**src/rtl/ps_pkg.sv**
```systemverilog
// Shared AXI response codes and FSM state encodings
// for the PS general-purpose register bank.
package ps_pkg;

    localparam logic [1:0] RESP_OKAY   = 2'b00;
    localparam logic [1:0] RESP_SLVERR = 2'b10;

    typedef enum logic { W_IDLE, W_RESP } wr_state_t;
    typedef enum logic { R_IDLE, R_DATA } rd_state_t;

endpackage

```
**src/rtl/ps_gp_regfile.sv**
```systemverilog
// Register array with byte-strobe merge, per-register write pulse
// and the RO-aware read mux.
module ps_gp_regfile
    import ps_pkg::*;
#(
    parameter int                  DATA_W   = 32,
    parameter int                  NUM_REGS = 16,
    parameter int                  IDXW     = 4,
    parameter logic [NUM_REGS-1:0] RO_MASK  = '0
) (
    input  logic                         aclk,
    input  logic                         aresetn,
    input  logic                         i_we,
    input  logic [IDXW-1:0]              i_widx,
    input  logic [DATA_W-1:0]            i_wdata,
    input  logic [DATA_W/8-1:0]          i_wstrb,
    input  logic [IDXW-1:0]              i_ridx,
    input  logic [NUM_REGS*DATA_W-1:0]   i_reg_in,
    output logic [DATA_W-1:0]            o_rdata,
    output logic [NUM_REGS*DATA_W-1:0]   o_reg_out,
    output logic [NUM_REGS-1:0]          o_wr_pulse
);

    localparam int SW = DATA_W / 8;

    logic [NUM_REGS-1:0] r_pulse;

    for (genvar g = 0; g < NUM_REGS; g++) begin : g_reg
        if (RO_MASK[g]) begin : g_ro
            assign o_reg_out[g*DATA_W +: DATA_W] = '0;
        end else begin : g_rw
            logic [DATA_W-1:0] r_q;
            always_ff @(posedge aclk or negedge aresetn) begin
                if (!aresetn) begin
                    r_q <= '0;
                end else if (i_we && (i_widx == IDXW'(g))) begin
                    for (int b = 0; b < SW; b++) begin
                        if (i_wstrb[b]) begin
                            r_q[b*8 +: 8] <= i_wdata[b*8 +: 8];
                        end
                    end
                end
            end
            assign o_reg_out[g*DATA_W +: DATA_W] = r_q;
        end
    end

    always_ff @(posedge aclk or negedge aresetn) begin
        if (!aresetn) begin
            r_pulse <= '0;
        end else begin
            r_pulse <= '0;
            if (i_we) begin
                r_pulse[i_widx] <= 1'b1;
            end
        end
    end

    assign o_wr_pulse = r_pulse;

    // RO slots show live status from the PL side instead of the store.
    always_comb begin
        o_rdata = o_reg_out[int'(i_ridx)*DATA_W +: DATA_W];
        if (RO_MASK[i_ridx]) begin
            o_rdata = i_reg_in[int'(i_ridx)*DATA_W +: DATA_W];
        end
    end

endmodule

```
**src/rtl/ps_gp_regbank.sv**
```systemverilog
// AXI4-Lite slave front end for the PS general-purpose register bank:
// independent write and read FSMs around ps_gp_regfile.
module ps_gp_regbank #(
    parameter int                  DATA_W   = 32,
    parameter int                  NUM_REGS = 16,
    parameter int                  ADDR_W   = 12,
    parameter logic [NUM_REGS-1:0] RO_MASK  = '0
) (
    input  logic                        aclk,
    input  logic                        aresetn,
    input  logic [ADDR_W-1:0]           s_axi_awaddr,
    input  logic                        s_axi_awvalid,
    output logic                        s_axi_awready,
    input  logic [DATA_W-1:0]           s_axi_wdata,
    input  logic [DATA_W/8-1:0]         s_axi_wstrb,
    input  logic                        s_axi_wvalid,
    output logic                        s_axi_wready,
    output logic [1:0]                  s_axi_bresp,
    output logic                        s_axi_bvalid,
    input  logic                        s_axi_bready,
    input  logic [ADDR_W-1:0]           s_axi_araddr,
    input  logic                        s_axi_arvalid,
    output logic                        s_axi_arready,
    output logic [DATA_W-1:0]           s_axi_rdata,
    output logic [1:0]                  s_axi_rresp,
    output logic                        s_axi_rvalid,
    input  logic                        s_axi_rready,
    output logic [NUM_REGS*DATA_W-1:0]  reg_out,
    input  logic [NUM_REGS*DATA_W-1:0]  reg_in,
    output logic [NUM_REGS-1:0]         wr_pulse
);

    import ps_pkg::*;

    localparam int LSB  = $clog2(DATA_W / 8);
    localparam int IDXW = (NUM_REGS > 1) ? $clog2(NUM_REGS) : 1;

    wr_state_t r_wst, w_wst_nxt;
    rd_state_t r_rst, w_rst_nxt;

    logic                r_live;
    logic                r_aw_done;
    logic                r_w_done;
    logic [ADDR_W-1:0]   r_awaddr;
    logic [DATA_W-1:0]   r_wdata;
    logic [DATA_W/8-1:0] r_wstrb;
    logic [1:0]          r_bresp;
    logic [1:0]          r_rresp;
    logic [DATA_W-1:0]   r_rdata;

    logic                w_aw_hs, w_w_hs, w_b_hs;
    logic                w_ar_hs, w_r_hs;
    logic                w_commit, w_we;
    logic [ADDR_W-1:0]   w_aw_word, w_ar_word;
    logic [IDXW-1:0]     w_aw_idx, w_ar_idx;
    logic                w_aw_ok, w_ar_ok;
    logic [DATA_W-1:0]   w_rf_rdata;

    assign w_aw_hs = s_axi_awvalid & s_axi_awready;
    assign w_w_hs  = s_axi_wvalid & s_axi_wready;
    assign w_b_hs  = s_axi_bvalid & s_axi_bready;
    assign w_ar_hs = s_axi_arvalid & s_axi_arready;
    assign w_r_hs  = s_axi_rvalid & s_axi_rready;

    // Word address: index bits plus anything above must be zero.
    assign w_aw_word = r_awaddr >> LSB;
    assign w_aw_idx  = w_aw_word[IDXW-1:0];
    assign w_aw_ok   = ((w_aw_word >> IDXW) == '0)
                    && (int'(w_aw_idx) < NUM_REGS);

    assign w_ar_word = s_axi_araddr >> LSB;
    assign w_ar_idx  = w_ar_word[IDXW-1:0];
    assign w_ar_ok   = ((w_ar_word >> IDXW) == '0)
                    && (int'(w_ar_idx) < NUM_REGS);

    assign w_commit = (r_wst == W_IDLE) & r_aw_done & r_w_done;
    assign w_we     = w_commit & w_aw_ok & ~RO_MASK[w_aw_idx];

    always_ff @(posedge aclk or negedge aresetn) begin
        if (!aresetn) begin
            r_live <= 1'b0;
        end else begin
            r_live <= 1'b1;
        end
    end

    always_ff @(posedge aclk or negedge aresetn) begin
        if (!aresetn) begin
            r_aw_done <= 1'b0;
            r_w_done  <= 1'b0;
            r_awaddr  <= '0;
            r_wdata   <= '0;
            r_wstrb   <= '0;
        end else if (w_commit) begin
            r_aw_done <= 1'b0;
            r_w_done  <= 1'b0;
        end else begin
            if (w_aw_hs) begin
                r_aw_done <= 1'b1;
                r_awaddr  <= s_axi_awaddr;
            end
            if (w_w_hs) begin
                r_w_done <= 1'b1;
                r_wdata  <= s_axi_wdata;
                r_wstrb  <= s_axi_wstrb;
            end
        end
    end

    always_ff @(posedge aclk or negedge aresetn) begin
        if (!aresetn) begin
            r_wst <= W_IDLE;
        end else begin
            r_wst <= w_wst_nxt;
        end
    end

    always_comb begin
        w_wst_nxt = r_wst;
        unique case (r_wst)
            W_IDLE: if (w_commit) w_wst_nxt = W_RESP;
            W_RESP: if (w_b_hs) w_wst_nxt = W_IDLE;
        endcase
    end

    always_comb begin
        s_axi_awready = 1'b0;
        s_axi_wready  = 1'b0;
        s_axi_bvalid  = 1'b0;
        unique case (r_wst)
            W_IDLE: begin
                s_axi_awready = r_live & ~r_aw_done;
                s_axi_wready  = r_live & ~r_w_done;
            end
            W_RESP: s_axi_bvalid = 1'b1;
        endcase
    end

    always_ff @(posedge aclk or negedge aresetn) begin
        if (!aresetn) begin
            r_bresp <= RESP_OKAY;
        end else if (w_commit) begin
            r_bresp <= w_aw_ok ? RESP_OKAY : RESP_SLVERR;
        end
    end

    always_ff @(posedge aclk or negedge aresetn) begin
        if (!aresetn) begin
            r_rst <= R_IDLE;
        end else begin
            r_rst <= w_rst_nxt;
        end
    end

    always_comb begin
        w_rst_nxt = r_rst;
        unique case (r_rst)
            R_IDLE: if (w_ar_hs) w_rst_nxt = R_DATA;
            R_DATA: if (w_r_hs) w_rst_nxt = R_IDLE;
        endcase
    end

    always_comb begin
        s_axi_arready = 1'b0;
        s_axi_rvalid  = 1'b0;
        unique case (r_rst)
            R_IDLE: s_axi_arready = r_live;
            R_DATA: s_axi_rvalid  = 1'b1;
        endcase
    end

    // Sampled before a same-edge commit lands, so reads see the old value.
    always_ff @(posedge aclk or negedge aresetn) begin
        if (!aresetn) begin
            r_rdata <= '0;
            r_rresp <= RESP_OKAY;
        end else if (w_ar_hs) begin
            r_rdata <= w_ar_ok ? w_rf_rdata : '0;
            r_rresp <= w_ar_ok ? RESP_OKAY : RESP_SLVERR;
        end
    end

    assign s_axi_bresp = r_bresp;
    assign s_axi_rdata = r_rdata;
    assign s_axi_rresp = r_rresp;

    ps_gp_regfile #(
        .DATA_W   (DATA_W),
        .NUM_REGS (NUM_REGS),
        .IDXW     (IDXW),
        .RO_MASK  (RO_MASK)
    ) u_regfile (
        .aclk       (aclk),
        .aresetn    (aresetn),
        .i_we       (w_we),
        .i_widx     (w_aw_idx),
        .i_wdata    (r_wdata),
        .i_wstrb    (r_wstrb),
        .i_ridx     (w_ar_idx),
        .i_reg_in   (reg_in),
        .o_rdata    (w_rf_rdata),
        .o_reg_out  (reg_out),
        .o_wr_pulse (wr_pulse)
    );

endmodule

```
**config.mk**
```make
export PLATFORM = sky130hd
export DESIGN_NAME = ps_gp_regbank
export DESIGN_NICKNAME = d
export VERILOG_FILES = /design/src/rtl/ps_pkg.sv /design/src/rtl/ps_gp_regfile.sv /design/src/rtl/ps_gp_regbank.sv
export SDC_FILE = /design/constraint.sdc
export NUM_CORES = 1
export LEC_CHECK = 0
export ABC_AREA = 1
export BUFFER_PORTS_ARGS = -buffer_cell sky130_fd_sc_hd__buf_2
export CAP_MARGIN = 20
export CELL_PAD_IN_SITES_DETAIL_PLACEMENT = 1
export CELL_PAD_IN_SITES_GLOBAL_PLACEMENT = 2
export CORE_AREA = 2 2 443 445
export CTS_CLUSTER_DIAMETER = 120
export CTS_CLUSTER_SIZE = 25
export DETAILED_ROUTE_END_ITERATION = 6
export DIE_AREA = 0 0 445 447
export PLACE_DENSITY = 0.52
export SYNTH_ARGS = -nofsm -noshare
export SYNTH_HDL_FRONTEND = slang
export SYNTH_SLANG_ARGS = --single-unit
```
**constraint.sdc**
```tcl
create_clock -name aclk -period 3.3 [get_ports aclk]
set_clock_uncertainty 0.2 [all_clocks]
set_input_delay 0.33 -clock aclk [delete_from_list [all_inputs] [get_ports aclk]]
set_output_delay 0.33 -clock aclk [all_outputs]
set_load 0.03 [all_outputs]
```
==> results of run 1 <==
## final timing paths
path	from	to	cells past startpoint
worst min register to register	s_axi_rdata[7]	s_axi_rdata[7]	2
worst min-delay path	aresetn	r_wdata[1]	2
max in group asynchronous	aresetn	s_axi_rresp[1]	3
worst max register to register	r_awaddr[11]	u_regfile.g_reg[14].g_rw.r_q[13]	7
min in group aclk	s_axi_awvalid	r_aw_done	4
worst max-delay path	r_awaddr[11]	u_regfile.g_reg[14].g_rw.r_q[13]	7
## sequential cells by signal, summed over array words and instances (netlist names)
register	count
u_regfile.o_wr_pulse	16
s_axi_bresp	1
r_w_done	1
u_regfile.g.g_rw.r_q	512
r_aw_done	1
r_rst	1
r_wstrb	4
r_live	1
r_awaddr	10
s_axi_rresp	1
r_wst	1
r_wdata	32
s_axi_rdata	32
## report_power, final
part	switching [mW]	leakage, nW	internal [mW]	total [mW]
sequential	0.590	8.40	8.19	8.78
clock	3.26	0.636	2.58	5.84
combinational	4.94	9.41	1.14	6.08
## layer usage
metal  vias up  GRT usage (%)  wire [µm]
met2       624           25.9      74500
met5         -              0          0
met3       118           4.91      12000
met4         0           4.23       4330
met1     13500           21.5      75200
li1      12700              -          -
## cell type report
cell class | count | share of cell area, %
flip-flops and latches | 613 | 41.3
multi-input cells | 2393 | 30.0
repair buffers | 757 | 12.3
well taps | 2542 | 8.55
inverters | 430 | 4.38
clock buffers | 42 | 2.74
clock inverters | 18 | 0.764
diodes | 5 | 0.0336
## logic make-up (layout without fill, tap and decap cells)
group | count (synthesis) | after routing | share of synthesized area, %
AND/OR/NAND/NOR | 1828 | 1828 | 27.5
buffers and inverters | 662 | 1247 | 9.33
flip-flops | 613 | 613 | 52.5
AO/OA/AOI/OAI | 552 | 552 | 10.3
multiplexers | 10 | 10 | 0.386
other | 2 | 8 | 0.0257
## critical path, cell delays in order (launching register included)
cell	delay, ps
dfrtp_1	390
nor2_1	140
nand3_2	330
nor2_8	240
buf_12	340
nand3_2	500
nand2_1	190
o21ai_1	80
## cells in the mapped netlist (all sizes together)
cell type	number
mux2	10
nor3	2
a21oi	38
nand3	453
clkbuf	112
nor4	1
o21ai	514
dfrtp	613
inv	430
conb	2
nand2	1296
buf	120
nor2	76
## through the flow
stage          util [%]  hold slack (ps)
2_1_floorplan         -             -166
3_3_place_gp       18.2              113
3_5_place_dp       18.2              118
4_1_cts            19.1             2.38
5_1_grt            19.1             15.5
6_report           19.2            -20.4
==> metrics.md, run 1 <==
| Metric | Value |
|---|---|
| Design Power | 20.7 mW |
| Final period util | 80.4% |
| Core box area | 194000 µm² |
| Leakage | 18.4 nW |
| # rows | 162 |
| Vias | 26900 |
| Design Area, Final | 37200 µm² |
| TritonCTS Buffers | 37 |
| Commonest non-fill, non-tap cell in the layout | nand2_1 |
| Most frequent cells in the layout | nand2_1, buf_2, dfrtp_1, inv_1, nand3_1 |
| Routability congestion estimate | 0.784 |
| Initial antenna violation count | 7 |
| Clk buf depth | 3 |
| Slew Limit Fails | 0 |
| Routed Antenna Nets | 0 |
| Syn-to-layout area delta | 27.4% |
| Area of the multi-input gates | 11200 µm² |
| Placed cell areas | 35300 µm² |
| Maximum capacitance violations | 0 |
| Crit end category | flop |
| Final hold slack | -20.4 ps |
| Synth area leader | dfrtp_1 |
| Post-Syn Instances | 3667 |
| CTS tree | yes |
| Non-Filler Instances | 6800 |
| CP required | 3580 ps |
| Reg2reg setup slack | 650 ps |
| Mean Syn Cell Area | 7.96 µm² |
| Register area | 15300 µm² |
| Worst-Skew Late Latency | 660 ps |
| Port Buffers | 629 |
| Post-synth design cell area | 29200 µm² |
| Max Fclk | 377 MHz |
| Grt ovf | 0 |
| Die Span X | 445 µm |
| Post-Place Cells | 6682 |
| Nets | 4811 |
| Crit path time final | 2650 ps |
| IO Pins | 1148 |
| First drt pass iteration count | 5 |
| Register area share after synthesis | 52.5% |
| CP arrival | 2940 ps |
| DRC | 0 |
| Max-slew headroom | 36.6% |
| HP Class | in2async |
| Setup ws final | 646 ps |
| Clock transition at the registers of the reported paths | 110 ps |
| Worst slew pin tran | 950 ps |
| Die area | 199000 µm² |
| Ranking of synthesized cells by area | dfrtp_1, nand2_1, nand3_1, o21ai_0, inv_1 |
| DRT Wirelength | 166000 µm |
| VDD IR max | 0.339 mV |
| Setup Fix Bufs, Post-CTS | 0 |
| Die height | 447 µm |
| Clk sink count | 613 |
| Setup TNS | 0 ps |
| Critical path class | reg2reg |
| Final setup vio count | 0 |
| Fillers | 23300 |
| RSZ-0062 raised after global routing | no |
| Largest net degree at the start of global routing | 85 |
| WL/cell | 24.4 µm |
| DR vias/cell | 3.96 |
| Clock root buffer master | clkbuf_16 |
| Distinct cell type count after synthesis | 27 |
| # hold bufs at CTS | 53 |
| Starting Density | 15.0% |
| PostCTS Resize Cnt | 0 |
| Yosys Warn Count | 0 |
| Layout cells sized above 1 | 22.1% |
| Detailed Place HPWL | 122000 µm |
| Hold Vio Cnt, Final | 5 |
| First-pass GRT wire length | 229000 µm |
| Yosys top cell area share | 52.5% |
| DP Worst Slack | 461 ps |
| Clock H-tree levels | 2 |
| DRT iter0 DRCs | 1405 |
| Vias in the first global route | 27500 |
| Failing checks | hold timing |
| Pwr dens | 557 nW/µm² |
| CP startpoint kind | flop |
| Total GRT Usage | 16.3% |
| Largest fanout on the critical path | 42 |
| Synthesized flop and latch total | 613 |
| Status | finished with violations |
Power figures use the tool's default switching activity.
==> run 2: changes to the inputs <==
CORE_AREA = 2 2 445 447   (was 2 2 443 445)
DIE_AREA = 0 0 447 449   (was 0 0 445 447)
clock period = 2.5 ns   (was 3.3 ns; I/O delays follow)
==> metrics.md, run 2 (synthesis gave the netlist of run 1 again) <==
| Metric | Value |
|---|---|
| CTS tree | yes (unchanged) |
| Die Span X | 447 µm (was 445 µm) |
| Status | complete, no violations (was finished with violations) |
| Highest-delay cell along the critical path | dlygate4sd3_1 (was nand3_2) |
| Reg with most FFs | u_regfile.g.g_rw.r_q (unchanged) |
| First-pass GRT wire length | 233000 µm (was 229000 µm) |
| Leakage | 19.3 nW (was 18.4 nW) |
| DR vias/cell | 3.92 (was 3.96) |
| Non-Filler Instances | 7044 (was 6800) |
| CP required | 2920 ps (was 3580 ps) |
| Detailed Place HPWL | 124000 µm (was 122000 µm) |
| Starting Density | 14.9% (was 15.0%) |
| Setup TNS | 0 ps (unchanged) |
| Grt ovf | 0 (unchanged) |
| Nets | 4955 (was 4811) |
| Crit path time final | 2440 ps |
| Clk buf depth | 3 (unchanged) |
| Clock share of power | 27.4% (was 28.2%) |
| IO Pins | 1148 (unchanged) |
| Critical path's largest stage delay | 560 ps (was 500 ps) |
| Hold Vio Cnt, Final | 0 (was 5) |
| Slew Limit Fails | 0 (unchanged) |
| Max Fclk | 410 MHz |
| WL/cell | 23.9 µm (was 24.4 µm) |
| Most frequent cells in the layout | nand2_1, buf_2, dfrtp_1, inv_1, nand3_1 (unchanged) |
| First drt pass iteration count | 4 (was 5) |
| Clock transition at the registers of the reported paths | 110 ps (about the same) |
| Sw Share | 42.5% (was 42.4%) |
| RSZ-0062 raised after global routing | no (unchanged) |
| Worst slew pin tran | 858 ps (was 950 ps) |
| Layout cells sized above 1 | 23.6% (was 22.1%) |
| Sequential Power Share | 41.7% (was 42.4%) |
| Commonest non-fill, non-tap cell in the layout | nand2_1 (unchanged) |
| Clk sink count | 613 (unchanged) |
| DRC | 0 (unchanged) |
| DRT Wirelength | 168000 µm (was 166000 µm) |
| Max reg flops | 512 (unchanged) |
| Gate power share | 30.9% (was 29.4%) |
| Port Buffers | 629 (unchanged) |
| Largest fanout on the critical path | 9 (was 42) |
| Die height | 449 µm (was 447 µm) |
| DRT iter0 DRCs | 1622 (was 1405) |
| Clock H-tree levels | 2 (unchanged) |
| Maximum capacitance violations | 0 (unchanged) |
| Largest net degree at the start of global routing | 65 (was 85) |
| TritonCTS Buffers | 37 (unchanged) |
| Psw | 11.7 mW (was 8.78 mW) |
| # rows | 163 (was 162) |
| Routability congestion estimate | 0.789 (was 0.784) |
| Vias | 27600 (was 26900) |
| Worst-Skew Late Latency | 660 ps (about the same) |
| Reg2reg setup slack | 110 ps (was 650 ps) |
| Int Power | 15.9 mW (was 11.9 mW) |
| Final setup vio count | 0 (unchanged) |
| CP arrival | 2850 ps (was 2940 ps) |
| Die area | 201000 µm² (was 199000 µm²) |
| Pwr dens | 709 nW/µm² (was 557 nW/µm²) |
| VDD IR max | 0.444 mV (was 0.339 mV) |
| Syn-to-layout area delta | 33.4% (was 27.4%) |
| Routed Antenna Nets | 0 (unchanged) |
| HP Class | in2reg (was in2async) |
| Critical path class | in2reg (was reg2reg) |
| Design Power | 27.6 mW (was 20.7 mW) |
| Max-slew headroom | 42.7% (was 36.6%) |
| Critical Path, Cell by Cell | dlygate4sd3_1 -> buf_2 -> nor2_1 -> dlygate4sd3_1 -> nand2_1 -> nor4_4 -> buf_12 -> nand2_1 -> dlygate4sd3_1 -> nand2_1 (was nor2_1 -> nand3_2 -> nor2_8 -> buf_12 -> nand3_2 -> nand2_1 -> o21ai_1) |
| Final period util | 97.5% |
| Post-Place Cells | 6875 (was 6682) |
| Core box area | 196000 µm² (was 194000 µm²) |
| CP startpoint kind | input pin (was flop) |
| Vias in the first global route | 28300 (was 27500) |
| Initial antenna violation count | 7 (unchanged) |
| Crit end category | flop (unchanged) |
| Clock root buffer master | clkbuf_16 (unchanged) |
| Total GRT Usage | 16.5% (was 16.3%) |
-- run 2: cell types whose count changed in the layout (fill, tap and decap cells not counted), sizes merged --
cell         change
buf             +98
dlygate4sd3     +46
diode            +4
inv              -3
bufinv           -2
clkinvlp         +2
clkinv           +1
-- run 2: metrics by stage --
step	setup WS (ps)	area (µm²)	hold slack, ps	utilization (%)
3_3_place_gp	283	36600	111	18.7
5_1_grt	1.36	38900	30.0	19.8
4_1_cts	54.6	38900	8.88	19.8
2_1_floorplan	16.8	29200	-246	-
3_5_place_dp	261	36600	109	18.7
6_report	62.5	39000	13.6	19.9
-- run 2: timing repair --
item                       CTS  global route
hold buffers               100             0
buffers inserted             0             2
pin swaps                    0             1
setup endpoints to repair    1             8
hold endpoints to repair   694             0
resized for setup            1             2
-- run 2: metal layers --
| layer | routed length (µm) | track usage [%] | share of wire (%) | vias up |
|---|---|---|---|---|
| met5 | 0 | 0 | 0 | - |
| met4 | 3730 | 3.81 | 2.2 | 0 |
| met3 | 11300 | 4.42 | 6.7 | 103 |
| met2 | 75500 | 26.0 | 45 | 652 |
| met1 | 78000 | 22.2 | 46 | 13900 |
| li1 | - | - | - | 12900 |
-- run 2: cell type report --
class                      count  area, µm²
timing repair buffer         901       6230
fill                       23500     157000
sequential                   613      15300
inverter                     430       1630
tap                         2640       3300
clock buffer                  42        996
clock inverter                16        268
antenna                        9       22.5
multi-input combinational   2393      11200
-- run 2: critical path: cells and delay by family --
kind	cells	cell delay (ps)
buffers and inverters	5	1950
and+or+nand+nor	5	640
-- run 2: path summary, 6_finish.rpt --
| path | from | end | cells past startpoint |
|---|---|---|---|
| min reg2reg | s_axi_rdata[9] | s_axi_rdata[9] | 2 |
| max reg2reg | r_live | r_wstrb[3] | 7 |
| max | s_axi_araddr[7] | s_axi_rdata[6] | 10 |
| min in group asynchronous | aresetn | u_regfile.g_reg[6].g_rw.r_q[10] | 3 |
| min | s_axi_awvalid | r_aw_done | 3 |
| max in group asynchronous | aresetn | u_regfile.g_reg[6].g_rw.r_q[6] | 4 |
-- run 2: power groups by stage --
stage          clock [mW]  combinational [mW]  sequential (mW)
6_report             7.57                8.53             11.5
5_1_grt              8.20                9.27             11.7
4_1_cts              7.97                8.82             11.5
3_5_place_dp            0                8.61             11.7
3_3_place_gp            0                8.56             11.7
2_1_floorplan           0                3.38             12.5
==> run 3: changes to the inputs <==
PLACE_DENSITY = 0.58   (was 0.52)
REMOVE_ABC_BUFFERS = 1   (was default)
clock period = 2.19 ns   (was 2.5 ns; I/O delays follow)
==> metrics.md, run 3 (synthesis gave the netlist of run 1 again) <==
| Metric | Value |
|---|---|
| Status | complete, no violations (unchanged) |
| Most frequent cells in the layout | nand2_1, buf_2, dfrtp_1, inv_1, nand3_1 (unchanged) |
| Crit. path cell count | 3 (was 10) |
| Clk buf depth | 3 (unchanged) |
| First-pass GRT wire length | 231000 µm (was 233000 µm) |
| DR vias/cell | 3.91 (was 3.92) |
| Final hold slack | 96.4 ps (was 13.6 ps) |
| DP Worst Slack | -124 ps (was 261 ps) |
| Syn-to-layout area delta | 36.5% (was 33.4%) |
| Reg2reg path depth | 9 (was 7) |
| Initial antenna violation count | 20 (was 7) |
| Die height | 449 µm (unchanged) |
| Leakage | 19.8 nW (was 19.3 nW) |
| Design Area, Final | 39800 µm² (was 39000 µm²) |
| Worst slew pin tran | 963 ps (was 858 ps) |
| Max Fclk | 477 MHz |
| First drt pass iteration count | 5 (was 4) |
| Final period util | 95.8% |
| Routed Antenna Nets | 0 (unchanged) |
| Critical path's largest stage delay | 510 ps (was 560 ps) |
| VDD IR max | 0.609 mV (was 0.444 mV) |
| Slew Limit Fails | 0 (unchanged) |
| Setup ws final | 92.5 ps (was 62.5 ps) |
| Pwr dens | 795 nW/µm² (was 709 nW/µm²) |
| Final setup vio count | 0 (unchanged) |
| HP Class | in2async (was in2reg) |
| Critical path class | reg2out (was in2reg) |
| Max reg flops | 512 (unchanged) |
| Clk sink count | 613 (unchanged) |
| CTS tree | yes (unchanged) |
| Clock H-tree levels | 2 (unchanged) |
| Non-Filler Instances | 7083 (was 7044) |
| Starting Density | 14.9% (unchanged) |
| Commonest non-fill, non-tap cell in the layout | nand2_1 (unchanged) |
| Clock root buffer master | clkbuf_16 (unchanged) |
| Placed cell areas | 37500 µm² (was 36600 µm²) |
| Largest net degree at the start of global routing | 79 (was 65) |
| Hold Vio Cnt, Final | 0 (unchanged) |
| # rows | 163 (unchanged) |
| Total GRT Usage | 16.2% (was 16.5%) |
| Vias in the first global route | 28400 (was 28300) |
| Grt ovf | 0 (unchanged) |
| CP required | 1770 ps (was 2920 ps) |
| Post-Place Cells | 6931 (was 6875) |
| Layout cells sized above 1 | 25.3% (was 23.6%) |
| TritonCTS Buffers | 38 (was 37) |
| Critical Path, Cell by Cell | nor2_4 -> buf_4 -> buf_2 (was dlygate4sd3_1 -> buf_2 -> nor2_1 -> dlygate4sd3_1 -> nand2_1 -> nor4_4 -> buf_12 -> nand2_1 -> dlygate4sd3_1 -> nand2_1) |
| Reg with most FFs | u_regfile.g.g_rw.r_q (unchanged) |
| Maximum capacitance violations | 0 (unchanged) |
| Vias | 27700 (was 27600) |
| Design Power | 31.7 mW (was 27.6 mW) |
| Highest-delay cell along the critical path | dfrtp_2 (was dlygate4sd3_1) |
| Largest fanout on the critical path | 2 (was 9) |
| DRT Wirelength | 167000 µm (was 168000 µm) |
| WL/cell | 23.5 µm (was 23.9 µm) |
| DRT iter0 DRCs | 1658 (was 1622) |
| Crit end category | output pin (was flop) |
| Die area | 201000 µm² (unchanged) |
| DRC | 0 (unchanged) |
| CP arrival | 1680 ps (was 2850 ps) |
| RSZ-0062 raised after global routing | no (unchanged) |
| Nets | 4991 (was 4955) |
| CP startpoint kind | flop (was input pin) |
| Detailed Place HPWL | 125000 µm (was 124000 µm) |
| IO Pins | 1148 (unchanged) |
| Crit path time final | 2100 ps |
| Core box area | 196000 µm² (unchanged) |
| Routability congestion estimate | 0.807 (was 0.789) |
| Port Buffers | 629 (unchanged) |
| Max-slew headroom | 35.6% (was 42.7%) |
| Die Span X | 447 µm (unchanged) |
| Worst-Skew Late Latency | 680 ps (was 660 ps) |
| Delay-heaviest family, CP | flip-flops (was buffers and inverters) |
| Critical path buffers and inverters | 2 (was 5) |
| Clock transition at the registers of the reported paths | 110 ps (about the same) |
-- run 3: where the power goes --
part           total (mW)  switching (mW)  internal (mW)
Clock                8.87            5.08           3.79
Combinational        9.63            7.30           2.33
Sequential           13.2           0.843           12.3
-- run 3: layout make-up --
cell class	count	area [µm²]
well taps	2640	3300
diodes	11	27.5
repair buffers	936	7010
inverters	430	1630
flip-flops and latches	613	15300
clock inverters	17	288
clock buffers	43	1040
multi-input cells	2393	11200
fillers	23600	156000
-- run 3: path summary, 6_finish.rpt --
check	from	to	slack, ps
max	r_rst	s_axi_arready	90
min reg2reg	s_axi_rdata[15]	s_axi_rdata[15]	290
max in group asynchronous	aresetn	r_rst	240
min in group aclk	s_axi_arvalid	s_axi_rdata[4]	100
max reg2reg	r_awaddr[9]	u_regfile.g_reg[9].g_rw.r_q[28]	140
min	aresetn	u_regfile.g_reg[1].g_rw.r_q[4]	100
-- run 3: through the flow --
step                util, %  setup TNS (ps)
floorplan                 -         -326100
global placement       19.1            -995
detailed placement     19.1           -1370
CTS                    20.2           -27.8
global route           20.3               0
finish                 20.3               0
-- run 3: what timing repair did --
item,CTS,global route
resized for setup,11,11
endpoints found under the setup margin,60,113
hold buffers,60,0
hold endpoints to repair,691,0
setup buffers,12,11
pin swaps,5,4
cloned,0,1
-- run 3: worst min-delay path, cell delays in order --
cell and delay (ps):
dlygate4sd3_1 560, buf_8 280, buf_12 280
-- run 3: per-layer routing --
metal / share of wire [%] / up-vias / GRT usage [%]
met2: 47 / 645 / 27.1
met4: 2.0 / 8 / 3.05
li1: - / 13000 / -
met3: 6.7 / 118 / 4.43
met1: 44 / 13900 / 20.9
met5: 0.028 / - / 0
